`src/rtl/kyber_ld_pkg.sv`:
```
// Shared types and constants for the Kyber input-BRAM loader.
// Defines the operand region map (base line and length per region) and the loader FSM states.
package kyber_ld_pkg;

    typedef enum logic [1:0] {
        REG_PK = 2'd0,
        REG_MR = 2'd1,
        REG_SK = 2'd2,
        REG_C  = 2'd3
    } region_e;

    typedef enum logic [1:0] {
        StIdle,
        StLoad,
        StFlush,
        StDone
    } ld_state_e;

    localparam int unsigned WORD_W         = 32;
    localparam int unsigned WORDS_PER_LINE = 4;

    localparam logic [7:0] PK_BASE = 8'd0;
    localparam logic [7:0] PK_LEN  = 8'd50;
    localparam logic [7:0] MR_BASE = 8'd50;
    localparam logic [7:0] MR_LEN  = 8'd4;
    localparam logic [7:0] SK_BASE = 8'd54;
    localparam logic [7:0] SK_LEN  = 8'd48;
    localparam logic [7:0] C_BASE  = 8'd102;
    localparam logic [7:0] C_LEN   = 8'd48;

    function automatic logic [7:0] region_base(region_e r);
        logic [7:0] b;
        unique case (r)
            REG_PK:  b = PK_BASE;
            REG_MR:  b = MR_BASE;
            REG_SK:  b = SK_BASE;
            default: b = C_BASE;
        endcase
        return b;
    endfunction

    // Line offset of the final line in a region.
    function automatic logic [7:0] region_last(region_e r);
        logic [7:0] l;
        unique case (r)
            REG_PK:  l = PK_LEN - 8'd1;
            REG_MR:  l = MR_LEN - 8'd1;
            REG_SK:  l = SK_LEN - 8'd1;
            default: l = C_LEN - 8'd1;
        endcase
        return l;
    endfunction

endpackage

```
`src/rtl/kyber_word_packer.sv`:
```
// Packs 32-bit stream words into a 128-bit line, word0 in the LSBs.
// Pulses line_ready_o on the 4th word or on an early last word; unfilled words read as zero.
module kyber_word_packer
    import kyber_ld_pkg::*;
#(
    parameter int unsigned DATA_W = 128
) (
    input  logic              clk_i,
    input  logic              rst_ni,
    input  logic              clear_i,
    input  logic              accept_i,
    input  logic              last_i,
    input  logic [31:0]       word_i,
    output logic              line_ready_o,
    output logic [DATA_W-1:0] line_o,
    output logic [1:0]        word_idx_o
);

    logic [DATA_W-1:0] line_q;
    logic [1:0]        idx_q;

    // The line as it will look once the current word is inserted.
    always_comb begin
        line_o = line_q;
        line_o[{idx_q, 5'b00000} +: WORD_W] = word_i;
    end

    assign line_ready_o = accept_i & (last_i | (idx_q == 2'd3));
    assign word_idx_o   = idx_q;

    always_ff @(posedge clk_i or negedge rst_ni) begin
        if (!rst_ni) begin
            line_q <= '0;
            idx_q  <= '0;
        end else if (clear_i) begin
            line_q <= '0;
            idx_q  <= '0;
        end else if (accept_i) begin
            if (line_ready_o) begin
                line_q <= '0;
                idx_q  <= '0;
            end else begin
                line_q <= line_o;
                idx_q  <= idx_q + 2'd1;
            end
        end
    end

endmodule

```
`src/rtl/kyber_bram_loader.sv`:
```
// Streams host words into one fixed region of the Kyber input BRAM, 4 words per line.
// Optional checksum output enabled by defining KYBER_LOADER_CKSUM_EN.
module kyber_bram_loader #(
    parameter int unsigned ADDR_W = 8,
    parameter int unsigned DATA_W = 128
) (
    input  logic              reg_clk,
    input  logic              reg_rst_n,
    input  logic              start,
    input  logic [1:0]        sel,
    input  logic [31:0]       s_data,
    input  logic              s_valid,
    input  logic              s_last,
    output logic              s_ready,
    output logic [ADDR_W-1:0] addr_ld_br,
    output logic              en_ld_br,
    output logic [15:0]       we_ld_br,
    output logic [DATA_W-1:0] wrdata_ld_br,
    output logic              busy,
    output logic              done,
    output logic              err_short,
    output logic              err_nolast
`ifdef KYBER_LOADER_CKSUM_EN
    ,
    output logic [31:0]       cksum
`endif
);

    import kyber_ld_pkg::*;

    ld_state_e         state_q;
    region_e           region_q;
    logic [ADDR_W-1:0] line_cnt_q;
    logic [ADDR_W-1:0] addr_q;
    logic [DATA_W-1:0] wrdata_q;
    logic              en_q;
    logic [15:0]       we_q;
    logic              done_q;
    logic              err_short_q;
    logic              err_nolast_q;

    logic              accept;
    logic              start_take;
    logic              fill_last;
    logic              line_ready;
    logic [DATA_W-1:0] line_data;
    logic [1:0]        word_idx;

    assign s_ready    = (state_q == StLoad);
    assign busy       = (state_q == StLoad) | (state_q == StFlush);
    assign accept     = s_valid & s_ready;
    assign start_take = start & ((state_q == StIdle) | (state_q == StDone));
    // Fourth word of the region's final line: the region is exactly full.
    assign fill_last  = accept & (word_idx == 2'd3) &
                        (line_cnt_q == ADDR_W'(region_last(region_q)));

    assign addr_ld_br   = addr_q;
    assign en_ld_br     = en_q;
    assign we_ld_br     = we_q;
    assign wrdata_ld_br = wrdata_q;
    assign done         = done_q;
    assign err_short    = err_short_q;
    assign err_nolast   = err_nolast_q;

`ifdef KYBER_LOADER_CKSUM_EN
    logic [31:0] cksum_q;
    assign cksum = cksum_q;
`endif

    kyber_word_packer #(
        .DATA_W(DATA_W)
    ) u_packer (
        .clk_i       (reg_clk),
        .rst_ni      (reg_rst_n),
        .clear_i     (start_take),
        .accept_i    (accept),
        .last_i      (s_last),
        .word_i      (s_data),
        .line_ready_o(line_ready),
        .line_o      (line_data),
        .word_idx_o  (word_idx)
    );

    always_ff @(posedge reg_clk or negedge reg_rst_n) begin
        if (!reg_rst_n) begin
            state_q      <= StIdle;
            region_q     <= REG_PK;
            line_cnt_q   <= '0;
            addr_q       <= '0;
            wrdata_q     <= '0;
            en_q         <= 1'b0;
            we_q         <= '0;
            done_q       <= 1'b0;
            err_short_q  <= 1'b0;
            err_nolast_q <= 1'b0;
`ifdef KYBER_LOADER_CKSUM_EN
            cksum_q      <= '0;
`endif
        end else begin
            en_q <= 1'b0;
            we_q <= '0;
            unique case (state_q)
                StIdle, StDone: begin
                    if (start) begin
                        region_q     <= region_e'(sel);
                        line_cnt_q   <= '0;
                        done_q       <= 1'b0;
                        err_short_q  <= 1'b0;
                        err_nolast_q <= 1'b0;
`ifdef KYBER_LOADER_CKSUM_EN
                        cksum_q      <= '0;
`endif
                        state_q      <= StLoad;
                    end
                end
                StLoad: begin
                    if (accept) begin
`ifdef KYBER_LOADER_CKSUM_EN
                        cksum_q <= cksum_q ^ s_data;
`endif
                        if (line_ready) begin
                            en_q       <= 1'b1;
                            we_q       <= 16'hFFFF;
                            addr_q     <= ADDR_W'(region_base(region_q)) + line_cnt_q;
                            wrdata_q   <= line_data;
                            line_cnt_q <= line_cnt_q + 1'b1;
                        end
                        if (fill_last) begin
                            done_q       <= 1'b1;
                            err_nolast_q <= ~s_last;
                            state_q      <= StDone;
                        end else if (s_last) begin
                            // Partial line is written on this edge; FLUSH only closes out.
                            state_q <= StFlush;
                        end
                    end
                end
                StFlush: begin
                    err_short_q <= 1'b1;
                    done_q      <= 1'b1;
                    state_q     <= StDone;
                end
                default: state_q <= StIdle;
            endcase
        end
    end

endmodule
```
`config.mk`:
```
export PLATFORM = sky130hd
export DESIGN_NAME = kyber_bram_loader
export DESIGN_NICKNAME = d
export VERILOG_FILES = /design/src/rtl/kyber_ld_pkg.sv /design/src/rtl/kyber_word_packer.sv /design/src/rtl/kyber_bram_loader.sv
export SDC_FILE = /design/constraint.sdc
export NUM_CORES = 1
export LEC_CHECK = 0
export ABC_CLOCK_PERIOD_IN_PS = 2500
export BUFFER_PORTS_ARGS = -buffer_cell sky130_fd_sc_hd__buf_2
export CORE_MARGIN = 1
export CORE_UTILIZATION = 50
export CTS_BUF_LIST = sky130_fd_sc_hd__clkbuf_4 sky130_fd_sc_hd__clkbuf_8 sky130_fd_sc_hd__clkbuf_16
export DETAILED_ROUTE_END_ITERATION = 10
export PLACE_DENSITY_LB_ADDON = 0.2
export SYNTH_ARGS = -nofsm -noshare
export SYNTH_HDL_FRONTEND = slang
export SYNTH_SLANG_ARGS = --single-unit
```
`constraint.sdc`:
```
create_clock -name reg_clk -period 2.5 [get_ports reg_clk]
set_clock_uncertainty 0.1 [all_clocks]
set_input_delay 0 -clock reg_clk [delete_from_list [all_inputs] [get_ports reg_clk]]
set_output_delay 0 -clock reg_clk [all_outputs]
set_load 0.01 [all_outputs]
```
-- After elaboration in Yosys (flattened, before gate mapping)
Cells that the tools add are included.
- register bits: 298
- bits of input ports: 39
- output and inout bits: 158
- word-level logic and storage cells: 87
- $add $sub $neg: 4
- eq/ne operators: 12
- shift operators: 2
- mux-type cells: 35
- bitwise operators: 9
- reductions and logical operators: 13
- operator list (operator ; number):
    128-bit 2-to-1 mux ; 3
    128-bit bitwise mux ; 1
    32-bit by 9-bit variable shift with 128-bit output (first input constant) ; 1
    32-bit by 9-bit variable part select with 128-bit output ; 1
    16-bit 2-to-1 mux ; 3
    8-bit 2-to-1 mux ; 6
    7-bit case mux with 3 select lines ; 1
    8-bit case mux with 2 select lines ; 1
    2-bit 2-to-1 mux ; 7
    6-bit case mux with 2 select lines ; 1
    7-bit negator with 9-bit output ; 1
    3-bit AND reduction ; 3
    8-bit by 1-bit adder with 8-bit output (second input constant) ; 1
    8-bit adder ; 1
    2-bit equality test (second input constant) ; 4
    8-bit equality test ; 1
    1-bit 2-to-1 mux ; 8
    4-bit AND reduction ; 2
    2-bit by 1-bit != test with 1-bit output (second input constant) ; 3
    2-bit case mux with 3 select lines ; 1
    2-bit nonzero test ; 3
    1-bit AND ; 5
    2-bit by 1-bit equality test with 1-bit output (second input constant) ; 2
    2-bit zero test ; 2
    9 further kinds ; 13

-- Logic depth before layout (Yosys ltp)
Gate-level depths: netlist of run 1.
- depth in word-level cells: 7
- mapped depth: 10
- mapped depth without buffers: 10

-- Cells and area by module
From an unflattened synthesis of run 1, not the netlist that was laid out.
- cells, all modules: 985
- area, all modules: 12450.7 um^2
- modules (own cells, without submodules) (module ; instances ; cells each ; area each (um^2)):
    kyber_bram_loader ; 1 ; 430 ; 6256.0
    kyber_word_packer ; 1 ; 555 ; 6194.7

-- Worst setup path before layout of run 1
No wires, ideal clock.
- kind: reg2reg
- from: register region_q[1]
- to: register addr_q[7], in the netlist addr_ld_br[7]
- setup time: 0.069 ns
- data arrival time: 2.077 ns
- required time: 2.331 ns
- path slack: 0.254 ns
- stages on the path, launching flop included: 11
- path through: dfrtp_1 inv_1 ha_1 inv_1 ha_1 inv_1 fa_1 and3b_1 o21a_1 or4_1 nand3_1
- longest elaborated chain between the ends: 6
- elaborated cells between the ends (all ways): 8
- classes of those cells: 1 x add/sub; 2 x eq/ne; 4 x mux; 1 x reduce/logical
- RTL lines (element ; RTL line ; source):
    from (decl) ; kyber_bram_loader.sv:32 ; region_e region_q;
    from (signal assigned) ; kyber_bram_loader.sv:105 ; region_q <= region_e'(sel);
    2-bit equality test, or another cell as far along ; kyber_ld_pkg.sv:33 ; unique case (r)
    7-bit case mux with 3 select lines (*) ; kyber_ld_pkg.sv:33 ;
    8-bit 2-to-1 mux (*) ; kyber_bram_loader.sv:121 ; if (line_ready) begin
    8-bit 2-to-1 mux (*) ; kyber_bram_loader.sv:117 ; if (accept) begin
    8-bit 2-to-1 mux (*) ; kyber_bram_loader.sv:102 ; unique case (state_q)
    8-bit adder (*) ; kyber_bram_loader.sv:124 ; addr_q <= ADDR_W'(region_base(region_q)) + line_cnt_q;
    to (signal assigned) ; kyber_bram_loader.sv:124 ;
    to (decl) ; kyber_bram_loader.sv:34 ; logic [ADDR_W-1:0] addr_q;
Mark *: on every way between the ends. The rest lies on a longest branch, timed or not. The select of a mux whose other input is x is not followed.
A chain may end at the register's enable or synchronous reset.

-- Worst setup path after layout of run 1
- from: register state_q[0]
- to: register u_packer.line_q[116]
- longest elaborated chain between the ends: 6
- elaborated cells between the ends (all ways): 11
- classes of those cells: 2 x eq/ne; 3 x mux; 4 x bitwise; 2 x reduce/logical
- RTL lines (element ; RTL line ; source):
    from (decl) ; kyber_bram_loader.sv:31 ; ld_state_e state_q;
    from (signal assigned) ; kyber_bram_loader.sv:86 ; state_q <= StIdle;
    from (signal assigned) ; kyber_bram_loader.sv:113 ; state_q <= StLoad;
    from (signal assigned) ; kyber_bram_loader.sv:131 ; state_q <= StDone;
    2-bit by 1-bit equality test with 1-bit output ; kyber_bram_loader.sv:49 ; assign s_ready = (state_q == StLoad);
    1-bit AND ; kyber_bram_loader.sv:51 ; assign accept = s_valid & s_ready;
    1-bit AND ; kyber_word_packer.sv:28 ; assign line_ready_o = accept_i & (last_i | (idx_q == 2'd3));
    128-bit 2-to-1 mux ; kyber_word_packer.sv:39 ; if (line_ready_o) begin
    128-bit 2-to-1 mux ; kyber_word_packer.sv:38 ; end else if (accept_i) begin
    128-bit 2-to-1 mux ; kyber_word_packer.sv:35 ; end else if (clear_i) begin
    to (signal assigned) ; kyber_word_packer.sv:43 ; line_q <= line_o;
    to (decl) ; kyber_word_packer.sv:19 ; logic [DATA_W-1:0] line_q;
Several ways; a longest one is shown, not always the timed one. The select of a mux whose other input is x is not followed.

==> results of run 1 <==
Yosys cell counts, types with 2 or more instances:
library cell	instances	area [µm²]
nor2_1	262	983
a21oi_1	5	25.0
o22ai_1	2	12.5
buf_1	16	60.1
o21a_1	3	22.5
a211oi_1	3	22.5
nand3_1	7	35.0
nand2b_1	4	25.0
nor3b_1	4	30.0
o21ai_1	4	20.0
clkbuf_1	82	308
or4_1	4	30.0
mux2_2	2	22.5
a221oi_1	128	1120
and2_1	2	12.5
nor4_1	3	18.8
inv_2	2	7.51
ha_1	17	213
dfrtp_1	282	7060
o211ai_1	4	30.0
nor4b_2	2	30.0
buf_2	17	85.1
buf_4	17	128
xnor2_1	3	26.3
xor2_1	3	26.3
nand2_1	27	101
o21ai_0	14	70.1
o31ai_1	3	22.5
inv_1	16	60.1
nor2b_1	6	37.5
a22o_1	128	1120
a21o_1	2	15.0
nor3_1	3	15.0
and2b_1	2	15.0
where the power goes:
| group | internal [mW] | leakage (nW) | switching (mW) |
|---|---|---|---|
| sequential | 5.93 | 3.64 | 0.876 |
| combinational | 2.55 | 2.96 | 4.05 |
| clock | 2.59 | 0.483 | 1.72 |
| total | 11.1 | 7.08 | 6.64 |
cell type report:
type,count,area [µm²]
Inverter,18,73.8
Clock inverter,7,85.1
Fill cell,1904,8690
Timing Repair Buffer,287,1900
Tap cell,319,399
Multi-Input combinational cell,666,4400
Clock buffer,42,867
Sequential cell,282,7060
how the worst max path moves through the flow:
stage | from | slack (ns) | to
after floorplan | region_q[1] | 0.25 | addr_ld_br[7]
after global placement | region_q[1] | 0.18 | addr_ld_br[7]
after detailed placement | region_q[1] | 0.06 | addr_ld_br[7]
after CTS | region_q[1] | 0.05 | addr_ld_br[7]
after global routing | region_q[1] | 0.003 | addr_ld_br[7]
final | state_q[0] | 0.10 | u_packer.line_q[116]
metal layers:
layer	part of all wire	track usage	vias to the layer above
met4	0.012	0.0542	0
li1	-	-	4341
met2	0.47	0.426	417
met5	0	0	-
met3	0.074	0.0352	37
met1	0.44	0.393	4834
worst max-delay path, cell delays in order, from the launching register on:
cell and delay, ns:
dfrtp_1 0.37, inv_1 0.08, ha_1 0.32, nand2_2 0.08
nand4_1 0.14, buf_12 0.20, o21ai_2 0.77, a22o_1 0.26
state kept, by name, indices dropped and copies added (netlist names):
register / flops
u_packer.line_q: 128
region_q: 2
err_nolast: 1
u_packer.word_idx_o: 2
done: 1
err_short: 1
addr_ld_br: 8
line_cnt_q: 8
we_ld_br: 1
wrdata_ld_br: 128
state_q: 2
metrics by stage:
stage	instances	setup WS, ns	utilization	cell area [µm²]
finish	1621	0.102	0.630	14800
global route	1621	0.00344	0.630	14800
CTS	1617	0.0548	0.628	14700
detailed placement	1526	0.0608	0.570	13400
global placement	1526	0.179	0.570	13400
floorplan	1096	0.254	-	12000
cells by family after synthesis:
logic type	Yosys count
AND/OR/NAND/NOR	335
flip-flops	282
XOR/XNOR	6
adder cells (fa/ha/maj)	18
multiplexers	3
buffers and inverters	150
AO/OA/AOI/OAI	302
timing repair:
item,4_1_cts,5_1_grt
endpoints found under the hold margin,554,0
hold buffers,42,0
setup buffers,0,2
resized for setup,0,5
setup endpoints to repair,0,27
==> key figures, run 1 <==
Yosys
  • Synthesis warning total: 0
  • Mean area per synthesized cell: 10.9 µm²
  • Synth Flop Type: dfrtp_1
  • EDFF count, synth: 0
  • Synth Area in Compound Gates: 0.211
  • Post-Synth XOR/XNOR Area: 0.00439
  • Simple-gate share of the synthesized area: 0.119
  • Main combinational cell family by area after synthesis: compound AO/OA/AOI/OAI gates
  • Seq/Total Area, Yosys: 0.589
  • Netlist area before placement: 0.0120 mm²
  • Adder-cell area share of the yosys netlist: 0.0194
  • Syn_nets: 1153
  • Netlist cell types: 51
  • Post-Syn Instances: 1096
  • Mux share of post-synthesis cell area: 0.00272
  • Ys async rst share: 1.00
  • Yosys reg bits: 282

Global routing
  • Antenna violations before repair: 0
  • Vias in the first global route: 9239
  • Pin count of the biggest net entering global routing: 72
  • Overflow after GRT: 0
  • Gr usage total: 0.268
  • First-pass GRT wire length: 51.2 mm

Die
  • I/O Pins: 197
  • Die area: 0.0246 mm²
  • Initial Util: 0.510
  • Die width: 157 µm
  • Cell Rows: 56
  • Die height: 157 µm
  • Core area: 0.0235 mm²

Timing
  • RSZ-0062 raised after global routing: false
  • Fin crit period: 2.40 ns
  • Setup Viol. Count Final: 0
  • Hold_ws: 0.249 ns
  • Period utilization: 0.959
  • Final hold viol count: 0
  • Slew HR: 0.335
  • Max Clock Freq: 417 MHz
  • Worst-margin pin slew: 0.997 ns
  • Final TNS setup: 0 ns
  • Max-slew violations: 0

Critical path
  • Crit path DAT: 2.77 ns
  • Worst Path Required: 2.87 ns
  • Reg2Reg Depth: 7
  • Reg2reg end: u_packer.line_q[116]
  • Critical Setup Path Class: reg -> reg
  • Startpoint types: flop
  • R2R setup slack: 0.10 ns
  • Reg2reg start: state_q[0]
  • Crit-path max FO: 16
  • Nature of the critical path endpoint: flop

Clock tree
  • Clock Sinks: 282
  • CTS Buffer Depth: 3
  • CTS H-tree lvls: 1
  • Clock-pin slew on the worst setup and hold paths: 0.06 ns
  • CTS buffer count: 29
  • CTS tree: yes
  • Root Buffer: clkbuf_16
  • Clk_lat worst skew: 0.54 ns

Worst hold path
  • Hold depth: 3
  • Hold wc startpoint: s_data[22]
  • Hold Crit Class: in -> reg
  • Worst Hold Path EP: u_packer.line_q[54]

Route
  • # DRC: 0
  • Routed len/inst: 20.2 µm
  • Vias/cell: 5.94
  • Final ANT Viol Nets: 0
  • TritonRoute pass-1 iters: 6
  • Final wirelength: 32.7 mm
  • Initial DRC Count: 680
  • Vias: 9629

Layout
  • Most common cell after layout, fill and taps aside: dfrtp_1
  • # diodes: 0
  • Area grow syn2layout: 23.4%
  • Nets@finish: 1341
  • Commonest non-fill, non-tap cells in the layout: dfrtp_1, nor2_1, buf_2
  • Layout cells sized above 1: 0.246

Power
  • Maximum vdd drop: 0.740 mV
  • Leak: 7.08 nW
  • P per Cell Area: 1200 mW/mm²
  • Pwr Total: 17.7 mW

Placement
  • Port Buf Inserts: 196
  • DPL Wire Length: 20.5 mm
  • Routability-driven placement congestion ratio: 0.769

Run
  • Number of max-cap violations: 0

Status
  • Status: finished clean
(Power assumes the default switching activity.)
==> run 2: changes to the inputs <==
ABC_CLOCK_PERIOD_IN_PS = 2300   (was 2500)
CORE_UTILIZATION = 44   (was 50)
HOLD_SLACK_MARGIN = 0.08   (was default)
clock period = 2.3 ns   (was 2.5 ns; I/O delays follow)
==> run 2 against run 1 <==
  * Critical path depth up 3
  * Cell count grew 3.1%
  * Sequential power up 8.1%
  * Clock power is 12% higher
  * Global-route usage decreased by 2.0 points
  * Hold slack lost 0.016 ns
  * Sequential share of layout area decreased by 1.2 points
  * Design area grew 2.5%
  * Core utilization decreased by 6.4 points
  * Clock-buffer cell count grew 5
  * Non-clock buffer count is 24 higher
  * Critical path type unchanged
==> key figures, run 2 (synthesis gave the netlist of run 1 again) <==
Power
  • Clock network fraction of total power: 0.245
  • Leak: 7.25 nW
  • Int Pwr: 12.3 mW
  • Reg power frac: 0.373
  • Maximum vdd drop: 0.642 mV
  • Sw power: 7.39 mW
  • P per Cell Area: 1300 mW/mm²
  • Sw Ratio: 0.375
  • Logic pwr share: 0.382
  • Pwr Total: 19.7 mW

Die
  • Core area: 0.0268 mm²
  • Cell Rows: 60
  • Die width: 167 µm
  • Die height: 167 µm
  • Initial Util: 0.447
  • Die area: 0.0279 mm²
  • I/O Pins: 197

Clock tree
  • CTS Buffer Depth: 3
  • Clk_lat worst skew: 0.55 ns
  • Clock-pin slew on the worst setup and hold paths: 0.06 ns
  • CTS tree: yes
  • CTS H-tree lvls: 1
  • CTS buffer count: 30
  • Root Buffer: clkbuf_16
  • Clock Sinks: 282

Critical path
  • R2R setup slack: 0.06 ns
  • Nature of the critical path endpoint: flop
  • Critical Setup Path Class: reg -> reg
  • Worst path most repeated cell: inv_1
  • Max incr delay on CP: 0.47 ns
  • Crit path DAT: 2.63 ns
  • Crit-path max FO: 3
  • Max stage delay cell, worst path: or4_1
  • Worst Path Required: 2.69 ns
  • Startpoint types: flop
  • Worst-path cell chain: inv_1, ha_4, inv_1, ha_2, inv_2, fa_2, and3b_1, o21a_1, or4_1, nand3_1

Placement
  • DP Area: 0.0136 mm²
  • DPL Wire Length: 21.2 mm
  • Port Buf Inserts: 196
  • Routability-driven placement congestion ratio: 0.811
  • Placed insts: 1565

Timing
  • Max-slew violations: 0
  • Hold_ws: 0.233 ns
  • RSZ-0062 raised after global routing: true
  • Max Clock Freq: 447 MHz
  • Slew HR: 0.657
  • Worst-margin pin slew: 0.514 ns
  • Fin crit period: 2.24 ns
  • Setup Viol. Count Final: 0
  • Period utilization: 0.974
  • Final hold viol count: 0

Global routing
  • Gr usage total: 0.248
  • Vias in the first global route: 9582
  • Pin count of the biggest net entering global routing: 66
  • First-pass GRT wire length: 54.7 mm
  • Antenna violations before repair: 0
  • Overflow after GRT: 0

Route
  • TritonRoute pass-1 iters: 5
  • Final ANT Viol Nets: 0
  • Routed len/inst: 20.4 µm
  • Initial DRC Count: 871
  • Vias: 9672
  • Vias/cell: 5.79
  • Final wirelength: 34.1 mm
  • # DRC: 0

Run
  • Number of max-cap violations: 0

Status
  • Status: finished clean

Worst hold path
  • Hold Crit Class: in -> reg

Layout
  • Area grow syn2layout: 26.5%
  • Commonest non-fill, non-tap cells in the layout: dfrtp_1, nor2_1, buf_2
  • Layout cells sized above 1: 0.266
  • Nets@finish: 1364
  • # diodes: 0
  • Non-Filler Instances: 1671
  • Most common cell after layout, fill and taps aside: dfrtp_1
  • Final instance area: 0.0152 mm²
-- run 2: cell count changes in the layout (fill, tap and decap cells not counted), moves of 3 or more --
cell / before / now
buf_4: 39 / 55
buf_12: 10 / 17
ha_1: 16 / 12
clkbuf_8: 7 / 10
inv_1: 14 / 11
-- run 2: critical path: cells and delay by family (launching register included) --
kind | cells | cell delay [ns]
DFF | 1 | 0.39
adders and majority gates | 3 | 0.53
AOI/OAI and AO/OA | 1 | 0.21
and+or+nand+nor | 3 | 0.75
buffers and inverters | 3 | 0.20
-- run 2: final cells by class --
type,count,area [µm²]
fillers,2344,11600
flip-flops and latches,282,7060
multi-input cells,664,4420
repair buffers,311,2180
clock buffers,47,958
well taps,341,427
inverters,18,70.1
clock inverters,8,46.3
-- run 2: stage by stage --
stage	TNS (ns)	worst slack, ns	utilization
after detailed placement	-0.648	-0.0562	0.508
after floorplan	0	0.0537	-
after CTS	0	0.0185	0.561
after global placement	0	0.0495	0.508
final	0	0.0605	0.565
after global routing	-0.0470	-0.0129	0.565
-- run 2: worst paths after layout --
check | startpoint | endpoint | cells past startpoint
max | region_q[0] | addr_ld_br[7] | 10
min | s_data[11] | u_packer.line_q[43] | 3
max reg2reg | region_q[0] | addr_ld_br[7] | 10
min reg2reg | addr_ld_br[2] | addr_ld_br[2] | 2
max in group asynchronous | reg_rst_n | wrdata_ld_br[121] | 4
min in group asynchronous | reg_rst_n | wrdata_ld_br[71] | 3
-- run 2: power by group through the flow --
stage	logic, mW	clock network, mW	registers, mW
after global routing	8.28	5.12	7.54
final	7.53	4.82	7.36
after detailed placement	7.33	0	7.44
after CTS	7.44	4.92	7.37
after floorplan	3.46	0	7.89
after global placement	7.17	0	7.43
-- run 2: per-layer routing --
| metal | GRT usage | wire (µm) |
|---|---|---|
| met5 | 0 | 0 |
| met4 | 0.0805 | 904 |
| met3 | 0.0333 | 2010 |
| met2 | 0.377 | 15500 |
| met1 | 0.367 | 15600 |
-- run 2: what timing repair did --
action | 4_1_cts | 5_1_grt
endpoints found under the hold margin | 562 | 0
setup endpoints to repair | 16 | 98
setup buffers | 0 | 9
cloned | 0 | 0
pin swaps | 0 | 4
hold buffers | 42 | 0
gates resized for setup | 3 | 11
==> run 3: changes to the inputs <==
CORE_UTILIZATION = 30   (was 44)
RECOVER_POWER = 100   (was default)
==> run 3 against run 2 <==
  * Die area increased by 46%
  * Critical path type unchanged
  * Worst setup slack improved by 0.032 ns
  * Sequential share of layout area decreased by 0.062 points
  * Non-clock buffer count decreased by 10
  * Register-to-register slack improved by 0.03 ns
  * Cell count increased by 10%
  * Clock power increased by 15%
==> key figures, run 3 (synthesis gave the netlist of run 1 again) <==
Status
  • Status: finished clean

Critical path
  • Bufs and invs on worst path: 3
  • CP top delay family: buffers and inverters
  • Worst Path Required: 2.60 ns
  • Critical Setup Path Class: reg -> reg
  • Crit path DAT: 2.51 ns
  • R2R setup slack: 0.09 ns
  • Reg2reg start: state_q[0]
  • Worst-path cell chain: inv_1, ha_2, nand2_2, buf_6, mux2_2, dlygate4sd3_1
  • Max stage delay cell, worst path: dlygate4sd3_1
  • Nature of the critical path endpoint: flop
  • Startpoint types: flop
  • Crit-path max FO: 6
  • Setup crit start: state_q[0]
  • Max incr delay on CP: 0.56 ns

Power
  • Maximum vdd drop: 0.544 mV
  • Int Pwr: 12.4 mW
  • Logic pwr share: 0.358
  • Leak: 6.75 nW
  • Sw power: 7.75 mW
  • Clock network fraction of total power: 0.275
  • P per Cell Area: 1330 mW/mm²
  • Sw Ratio: 0.385
  • Pwr Total: 20.2 mW
  • Reg power frac: 0.367

Layout
  • Area grow syn2layout: 26.7%
  • Non-Filler Instances: 1841
  • Util after Layout: 0.389
  • Area of the multi-input gates: 0.00440 mm²
  • Commonest non-fill, non-tap cells in the layout: dfrtp_1, nor2_1, clkbuf_1
  • FF/Latch Area: 0.00706 mm²
  • Most common cell after layout, fill and taps aside: dfrtp_1
  • Nets@finish: 1358
  • Final instance area: 0.0152 mm²
  • Fillers: 3894
  • Layout cells sized above 1: 0.138

Clock tree
  • CTS Buffer Depth: 3
  • Clock Sinks: 282
  • CTS buffer count: 34
  • Clk_lat worst skew: 0.54 ns
  • CTS tree: yes
  • Root Buffer: clkbuf_16
  • Clock-pin slew on the worst setup and hold paths: 0.06 ns
  • CTS H-tree lvls: 2

Die
  • Die area: 0.0407 mm²
  • I/O Pins: 197
  • Core area: 0.0390 mm²
  • Die height: 202 µm
  • Initial Util: 0.307
  • Die width: 202 µm
  • Cell Rows: 72

Placement
  • DP Area: 0.0139 mm²
  • Placed insts: 1741
  • Port Buf Inserts: 196
  • Routability-driven placement congestion ratio: 0.812
  • DPL Wire Length: 24.6 mm

Timing
  • Setup Viol. Count Final: 0
  • RSZ-0062 raised after global routing: false
  • Period utilization: 0.960
  • Final TNS setup: 0 ns
  • Worst-margin pin slew: 0.944 ns
  • Final hold viol count: 0
  • Slew HR: 0.371
  • Fin crit period: 2.21 ns
  • Max Clock Freq: 453 MHz
  • Max-slew violations: 0

Global routing
  • Pin count of the biggest net entering global routing: 66
  • Gr usage total: 0.190
  • First-pass GRT wire length: 59.6 mm
  • Antenna violations before repair: 1
  • Vias in the first global route: 9584
  • Overflow after GRT: 0

Route
  • # DRC: 0
  • Final ANT Viol Nets: 0
  • Vias: 9599
  • Routed len/inst: 20.7 µm
  • TritonRoute pass-1 iters: 5
  • Vias/cell: 5.21
  • Final wirelength: 38.1 mm
  • Initial DRC Count: 613

Run
  • Number of max-cap violations: 0

Worst hold path
  • Hold wc startpoint: s_data[14]
  • Hold Crit Class: in -> reg
run 3: final timing paths:
kind                            depth (start not counted)                  end
worst max-delay path                                    6          region_q[1]
worst min-delay path                                    3  u_packer.line_q[46]
worst max register to register                          6          region_q[1]
worst min register to register                          2        addr_ld_br[1]
max in group asynchronous                               4     wrdata_ld_br[36]
min in group asynchronous                               3     wrdata_ld_br[94]
run 3: layout make-up:
class                   count  share of cell area
repair buffers            301               0.122
clock buffers              47              0.0657
flip-flops and latches    282               0.465
diodes                      1            0.000165
inverters                  18             0.00462
well taps                 518              0.0427
clock inverters            10              0.0101
multi-input cells         664               0.290
run 3: what timing repair did:
action / in CTS / in global routing
endpoints found under the hold margin: 561 / 0
buffers inserted: 0 / 1
endpoints found under the setup margin: 0 / 108
resized for setup: 0 / 14
hold buffers: 41 / 0
run 3: metal layers:
| layer | vias up | track usage | share of wire |
|---|---|---|---|
| met2 | 276 | 0.286 | 0.45 |
| met3 | 44 | 0.0372 | 0.055 |
| met4 | 0 | 0.0463 | 0.016 |
| met1 | 4891 | 0.279 | 0.48 |
| met5 | - | 0 | 0 |
| li1 | 4388 | - | - |
run 3: tightest hold or removal path: stages:
cell           delay [ns]
dlygate4sd3_1        0.52
buf_2                0.19
a22o_1               0.14
run 3: power groups by stage:
stage	Combinational (mW)	Clock (mW)	Sequential, mW
2_1_floorplan	3.46	0	7.89
3_3_place_gp	7.54	0	7.45
3_5_place_dp	7.63	0	7.45
4_1_cts	7.73	5.72	7.38
5_1_grt	8.00	5.91	7.61
6_report	7.21	5.54	7.41
run 3: per-stage QoR:
stage | setup WS, ns | hold slack, ns
after detailed placement | 0.0577 | -0.0930
after CTS | 0.0302 | 0.214
after global routing | 0.00173 | 0.263
after floorplan | 0.0537 | -0.396
final | 0.0925 | 0.243
after global placement | 0.0982 | -0.0943
